## src/rtl/pipe_stage_skid_reg.sv

```systemverilog
// ---------------------------------------------------------------------------
// pipe_stage_skid_reg
//
// Pipeline stage register with a valid/ready handshake and a 2-entry skid
// buffer. Each entry is {CTRL, RD, DATA}. The entry at the head is presented
// on OUT_*. IN_READY depends only on registered state, so there is no
// combinational path from OUT_READY to IN_READY.
//
// Ports:
//   CLK, RESET        clock, synchronous active-high reset
//   FLUSH             synchronous flush, discards all buffered entries
//   IN_VALID/READY    upstream handshake
//   IN_CTRL/RD/DATA   upstream entry
//   OUT_VALID/READY   downstream handshake
//   OUT_CTRL/RD/DATA  head entry
//   OUT_WEN           OUT_VALID & OUT_CTRL[0]
//   OCCUPANCY         number of buffered entries (0..2)
//   STALL_CNT         saturating count of cycles with OUT_VALID & !OUT_READY
//
// state    | meaning
// ---------+-----------------------------------------------
// ST_EMPTY | nothing buffered, OUT_VALID=0
// ST_ONE   | head entry in main register
// ST_FULL  | head in main, next entry in skid, IN_READY=0
// ---------------------------------------------------------------------------
module pipe_stage_skid_reg #(
    parameter int DATA_W = 64,
    parameter int CTRL_W = 2,
    parameter int RD_W   = 5,
    parameter int CNT_W  = 16
) (
    input  logic              CLK,
    input  logic              RESET,
    input  logic              FLUSH,
    input  logic              IN_VALID,
    output logic              IN_READY,
    input  logic [CTRL_W-1:0] IN_CTRL,
    input  logic [RD_W-1:0]   IN_RD,
    input  logic [DATA_W-1:0] IN_DATA,
    output logic              OUT_VALID,
    input  logic              OUT_READY,
    output logic [CTRL_W-1:0] OUT_CTRL,
    output logic [RD_W-1:0]   OUT_RD,
    output logic [DATA_W-1:0] OUT_DATA,
    output logic              OUT_WEN,
    output logic [1:0]        OCCUPANCY,
    output logic [CNT_W-1:0]  STALL_CNT
);

    localparam logic [1:0] ST_EMPTY = 2'd0;
    localparam logic [1:0] ST_ONE   = 2'd1;
    localparam logic [1:0] ST_FULL  = 2'd2;

    localparam logic [CNT_W-1:0] CNT_MAX = '1;

    logic [1:0]        state;
    logic [CTRL_W-1:0] main_ctrl, skid_ctrl;
    logic [RD_W-1:0]   main_rd,   skid_rd;
    logic [DATA_W-1:0] main_data, skid_data;
    logic [CNT_W-1:0]  stall_cnt;

    logic acc;
    logic pop;
    logic main_load_in;
    logic main_load_skid;
    logic skid_load;

    assign IN_READY  = (state != ST_FULL);
    assign OUT_VALID = (state != ST_EMPTY);
    assign acc       = IN_VALID & IN_READY;
    assign pop       = OUT_VALID & OUT_READY;

    // Payload moves are suppressed during a flush so the registers keep
    // their values; the state change alone discards the entries.
    assign main_load_in   = ~FLUSH & acc & ((state == ST_EMPTY) | ((state == ST_ONE) & pop));
    assign main_load_skid = ~FLUSH & (state == ST_FULL) & pop;
    assign skid_load      = ~FLUSH & acc & (state == ST_ONE) & ~pop;

    always_ff @(posedge CLK) begin
        if (RESET) begin
            state <= ST_EMPTY;
        end else if (FLUSH) begin
            state <= ST_EMPTY;
        end else begin
            case (state)
                ST_EMPTY: if (acc) state <= ST_ONE;
                ST_ONE: begin
                    if (acc && !pop)      state <= ST_FULL;
                    else if (!acc && pop) state <= ST_EMPTY;
                end
                ST_FULL:  if (pop) state <= ST_ONE;
                default:  state <= ST_EMPTY;
            endcase
        end
    end

    always_ff @(posedge CLK) begin
        if (RESET) begin
            main_ctrl <= '0;
            main_rd   <= '0;
            main_data <= '0;
            skid_ctrl <= '0;
            skid_rd   <= '0;
            skid_data <= '0;
        end else begin
            if (main_load_in) begin
                main_ctrl <= IN_CTRL;
                main_rd   <= IN_RD;
                main_data <= IN_DATA;
            end else if (main_load_skid) begin
                main_ctrl <= skid_ctrl;
                main_rd   <= skid_rd;
                main_data <= skid_data;
            end
            if (skid_load) begin
                skid_ctrl <= IN_CTRL;
                skid_rd   <= IN_RD;
                skid_data <= IN_DATA;
            end
        end
    end

    // Flush does not clear the counter; it only tracks downstream stalls.
    always_ff @(posedge CLK) begin
        if (RESET) begin
            stall_cnt <= '0;
        end else if (OUT_VALID && !OUT_READY && (stall_cnt != CNT_MAX)) begin
            stall_cnt <= stall_cnt + 1'b1;
        end
    end

    assign OUT_CTRL  = main_ctrl;
    assign OUT_RD    = main_rd;
    assign OUT_DATA  = main_data;
    assign OUT_WEN   = OUT_VALID & main_ctrl[0];
    assign OCCUPANCY = state;
    assign STALL_CNT = stall_cnt;

endmodule

```

## config.mk

```make
export PLATFORM = sky130hd
export DESIGN_NAME = pipe_stage_skid_reg
export DESIGN_NICKNAME = d
export VERILOG_FILES = /design/src/rtl/pipe_stage_skid_reg.sv
export SDC_FILE = /design/constraint.sdc
export NUM_CORES = 1
export LEC_CHECK = 0
export CORE_MARGIN = 3
export CORE_UTILIZATION = 48
export CTS_CLUSTER_DIAMETER = 50
export DETAILED_ROUTE_END_ITERATION = 10
export HOLD_SLACK_MARGIN = 0.12
export PLACE_DENSITY = 0.85
export SLEW_MARGIN = 20
export SYNTH_ARGS = -nofsm -noshare
export SYNTH_HDL_FRONTEND = slang
export SYNTH_SLANG_ARGS = --single-unit
```

## constraint.sdc

```tcl
create_clock -name CLK -period 2.25 [get_ports CLK]
set_input_delay 0.45 -clock CLK [delete_from_list [all_inputs] [get_ports CLK]]
set_output_delay 0.45 -clock CLK [all_outputs]
set_load 0.02 [all_outputs]
```

# Yosys cells after proc, flatten, opt, wreduce, memory -nomap -nowiden

Cells that the tools add are included.

Bits in registers: 160
Input bits: 76
Output and inout port bits: 92

Add/subtract/negate cells: 1
Eq/ne operators: 7
Muxes and demuxes: 11
Bitwise logic cells: 13
Reductions and logical operators: 12

Operators by type and width:

| kind                                                  | count |
|---|---|
| 2-to-1 mux 64 bit                                     | 2 |
| adder 16 x 1 -> 16 bit, second input constant         | 1 |
| inequality test 16 bit, second input constant         | 1 |
| 2-to-1 mux 2 bit                                      | 6 |
| AND 1 bit                                             | 10 |
| 2-to-1 mux 5 bit                                      | 2 |
| inequality test 2 bit, second input constant          | 3 |
| case mux 2 bit (3 select lines)                       | 1 |
| logical AND 1 bit                                     | 4 |
| nonzero test 2 bit                                    | 2 |
| logical NOT 1 bit                                     | 3 |
| inequality test 3 x 1 -> 1 bit, second input constant | 1 |
| AND reduction 3 bit                                   | 1 |
| == test 2 x 1 -> 1 bit, second input constant         | 1 |
| == test 2 bit, second input constant                  | 1 |
| logical NOT 2 bit                                     | 1 |
| NOT 1 bit                                             | 2 |
| OR reduction 2 bit                                    | 1 |
| OR 1 bit                                              | 1 |

# Longest topological paths before layout

Gate-level depths: netlist (run 1).

Depth in word-level cells: 7
Gate-level depth with buffers: 7

# Worst setup path after synthesis (run 1)

OpenSTA, ideal clock, no wires.

Path type: register to register
Start: reg stall_cnt[0], in the netlist STALL_CNT[0]
End: reg stall_cnt[1], in the netlist STALL_CNT[1]
Arrival: 1.722 ns
Required time: 2.122 ns
Slack: 0.401 ns
Cell stages (with the launch flop): 6
Period minus slack after synthesis: 1.849 ns
Cell sequence: dfxtp_1 > ha_1 > nand4_1 > o41ai_2 > mux2i_1 > nor2_1

Cells in the longest elaborated chain, start to end: 2
Elaborated cells between the ends (all ways): 3
Those cells by class: add/sub: 1; eq/ne: 1; reduce/logical: 1

Ends and longest elaborated chain:

| item                                                                           | line | text |
|---|---|---|
| start, declared                                                                | 60   | `logic [CNT_W-1:0] stall_cnt;` |
| start signal, assigned                                                         | 128  | `stall_cnt <= stall_cnt + 1'b1;` |
| parallel branches: the longest is 2 deep, another holds adder 16 x 1 -> 16 bit | --   |  |

Parallel ways; which one is timed is not known.
A chain may end at the register's enable or synchronous reset.

# Final worst setup path (run 1)

Start: reg state[0], in the netlist OCCUPANCY[0]
End: out IN_READY

Cells in the longest elaborated chain, start to end: 1

Ends and longest elaborated chain:

| item                   | line | text |
|---|---|---|
| start, declared        | 56   | `logic [1:0] state;` |
| start signal, assigned | 81   | `state <= ST_EMPTY;` |
| start signal, assigned | 83   | `state <= ST_EMPTY;` |
| start signal, assigned | 86   | `ST_EMPTY: if (acc) state <= ST_ONE;` |
| inequality test 2 bit  | 68   | `assign IN_READY = (state != ST_FULL);` |
| end, declared          | 36   | `output logic IN_READY,` |

Every way passes these cells.

==> results of run 1 <==
==> metal layers <==
metal	vias to the layer above	GRT usage, %	share of wire, %
met5	-	0	0
met3	29	6.12	6.9
met2	260	39.8	50
li1	2884	-	-
met1	2870	31.3	42
met4	0	9.63	1.6
==> through the flow <==
step           cells  TNS (ns)  total power, uW  instance area (um2)  util, %
6_report        1075         0             6730                 8830     72.3
5_1_grt         1075         0             6930                 8830     72.3
4_1_cts         1075         0             6740                 8820     72.3
3_5_place_dp    1044   -0.0465             3660                 8180     67.0
3_3_place_gp    1044         0             3650                 8180     67.0
2_1_floorplan    737         0             3280                 6100        -
==> area by class of cell <==
| cell class | count | area [um2] | share of cell area [%] |
|---|---|---|---|
| clock buffer | 27 | 523 | 5.92 |
| clock inverter | 4 | 120 | 1.36 |
| inverter | 2 | 7.51 | 0.0850 |
| multi-input combinational | 520 | 2710 | 30.7 |
| sequential | 160 | 3200 | 36.3 |
| tap | 168 | 210 | 2.38 |
| timing repair buffer | 194 | 2050 | 23.2 |
==> state kept, by name (all words and copies together) (netlist names) <==
| name | cells |
|---|---|
| OUT_RD | 5 |
| OUT_DATA | 64 |
| STALL_CNT | 16 |
| skid_ctrl | 2 |
| skid_rd | 5 |
| skid_data | 64 |
| OCCUPANCY | 2 |
| OUT_CTRL | 2 |
==> cells by family after synthesis <==
group | after synthesis | share of synthesized area [%]
DFF | 160 | 52.5
muxes | 4 | 0.698
buffers and inverters | 57 | 3.55
and+or+nand+nor | 272 | 19.2
adders and majority gates | 1 | 0.205
xor gates and xnor gates | 1 | 0.144
AOI/OAI and AO/OA | 242 | 23.7
==> cell usage after synthesis, drive strengths merged, types with 2 or more instances <==
cell | number | area share [%]
and3 | 3 | 0.31
nand2 | 220 | 14
nand4 | 7 | 1.1
nand3 | 5 | 0.41
o41ai | 2 | 0.41
nor4 | 4 | 0.51
mux2 | 2 | 0.37
mux2i | 2 | 0.33
nor2b | 5 | 0.51
nor2 | 7 | 0.43
buf | 5 | 0.35
or4 | 4 | 0.49
clkbuf | 50 | 3.1
nand2b | 3 | 0.31
dfxtp | 160 | 53
o21ai | 3 | 0.25
a211oi | 2 | 0.25
or3 | 3 | 0.31
nor3 | 6 | 0.66
inv | 2 | 0.12
a22oi | 71 | 8.7
a21oi | 153 | 13
o31ai | 5 | 0.62
or2 | 2 | 0.21
==> cell usage in the layout, fill, tap and decap left out, drive strengths merged, types with 6 or more instances in the layout <==
master           n
nand2          220
clkdlybuf4s50  165
dfxtp          160
a21oi          153
a22oi           71
buf             28
clkbuf          27
nor2             7
nand4            7
nor3             6
==> power breakdown <==
part           leakage (uW)  switching (uW)  internal [uW]
registers           0.00130            44.4           2910
logic               0.00138             328            328
clock network      0.000314            1090           2030
==> worst max-delay path by stage <==
| stage | from | endpoint | slack, ns |
|---|---|---|---|
| 2_1_floorplan | STALL_CNT[0]$_SDFFE_PP0P_ | STALL_CNT[1]$_SDFFE_PP0P_ | 0.40 |
| 3_3_place_gp | OUT_READY | STALL_CNT[15]$_SDFFE_PP0P_ | 0.02 |
| 3_5_place_dp | OUT_READY | OUT_DATA[36]$_SDFFE_PP0P_ | -0.01 |
| 4_1_cts | OCCUPANCY[0]$_SDFFE_PP0P_ | OUT_WEN | 0.005 |
| 5_1_grt | OCCUPANCY[0]$_SDFFE_PP0P_ | IN_READY | 0.06 |
| 6_report | OCCUPANCY[0]$_SDFFE_PP0P_ | IN_READY | 0.11 |
==> worst max-delay path, delay by kind of cell, from the launching register on <==
| family | cells | cell delay (ns) |
|---|---|---|
| buf+inv | 1 | 0.62 |
| flops | 1 | 0.45 |
| simple gates | 1 | 0.20 |
==> repair_timing <==
item	CTS	global route
endpoints found under the setup margin	0	1
gates resized for setup	0	1
endpoints found under the hold margin	0	0
==> run metrics, run 1 <==
status=complete, no violations; mean post-synth cell area=a little over 8 um2; slowest cell on the critical path=clkdlybuf4s50_1; Pins Over Slew Limit=0; static leakage=approximately 0.003 uW; worst slew pin tran=between 0.5 and 0.6 ns; Core Region=around 0.012 mm2; vias in the first global route=~5700; post-synthesis net count=between 800 and 900; Top FF cell, synth=dfxtp_1; cts hold-fix bufs=0; crit path capture type=output port; Setup Skew=0.00772 ns; Distinct cells, synth=42; cts bufs inserted=17; Clock transition at path regs=0.06 ns; Post-route DRC=0; setup slack, reg-to-reg=around 0.4 ns; largest net degree at the start of global routing=78; Tcrit/Tclk final=around 95%; hold path depth=2; Clock Latency Late Sink=0.42 ns; initial antenna violation count=0; Setup Viol. Count Final=0; I/O pins=168; worst stage delay on the critical path=just over 0.6 ns; Min-Delay Endpoint=skid_data[33]$_SDFFE_PP0P_; Warnings, synthesis=0; Max transition margin=between 60 and 70%; final hold viol count=0; Critical R2R Capture=STALL_CNT[1]$_SDFFE_PP0P_; register bit total from synthesis=160; RSZ-0062 raised after global routing=false; final hold slack=roughly 0.45 ns; crit path cell chain=nand2b_1 > clkdlybuf4s50_1; Critical Path RT=around 1.8 ns; ANT nets after route=0; Min Clock Period, post-route=2.14 ns; power per cell area=~760 mW/mm2; area delta synth->final=44.8%; crit path kind=flop to output port; TritonCTS clock tree=built; Setup Buffers After CTS=0; DR pass1 iterations=5; Max Clk Rate=between 400 and 500 MHz; ant diodes=0; asr flop ratio synth=0%; Routed wire per std cell=~16 um; Clock Tree Buf Depth=2; fill cell count=914; Total Routing Usage GR=between 20% and 30%; Max-Cap Viols=0; Peak VDD IR=between 500 and 600 uV; Seq/Total Area, Yosys=52.5%; overall routed net length=about 18000 um; setup ws final=about 0.11 ns; Initial Util=about 50%; CTS Root Buffer Type=clkbuf_16; initial drt markers=around 600; pre-CTS setup slack=-0.0103 ns; Mapped Area=about 0.0061 mm2; synthesized netlist cell count=737; hold_sp=skid_data[33]$_SDFFE_PP0P_; gr ovfl total=0; die area=between 0.01 and 0.015 mm2; routed vias=6043; GPL Wtd Cong=approximately 0.9; HPWL Detailed=between 10000 and 15000 um; clock sink count=160; CP Max Fanout=6; die height=~120 um; vias per std cell=5.62; length in cells of the worst reg-to-reg path=5; CTS H-Tree Depth=4; first-pass GRT wire length=between 20000 and 30000 um; min-delay worst type=flop to flop; share of post-route cells with drive strength above 1=7.39%; Die X=between 100 and 150 um; critical path startpoint category=flop; input/output buffers=between 150 and 200; Worst Path Arrival=approximately 1.7 ns; Placement Rows=40; nets@finish=~1000; reg-to-reg startpoint=STALL_CNT[1]$_SDFFE_PP0P_; Post-synth EDFFs=0
(Power assumes the default switching activity.)
==> run 2, diff against run 1 <==
--- a/config.mk
+++ b/config.mk
@@ -7,7 +7,7 @@
 export LEC_CHECK = 0
 export CORE_MARGIN = 3
 export CORE_UTILIZATION = 48
-export CTS_CLUSTER_DIAMETER = 50
+export CTS_CLUSTER_DIAMETER = 120
 export DETAILED_ROUTE_END_ITERATION = 10
 export HOLD_SLACK_MARGIN = 0.12
 export PLACE_DENSITY = 0.85
==> results of run 2 <==
The final DEF is identical to that of run 1; final timing and power are the same.
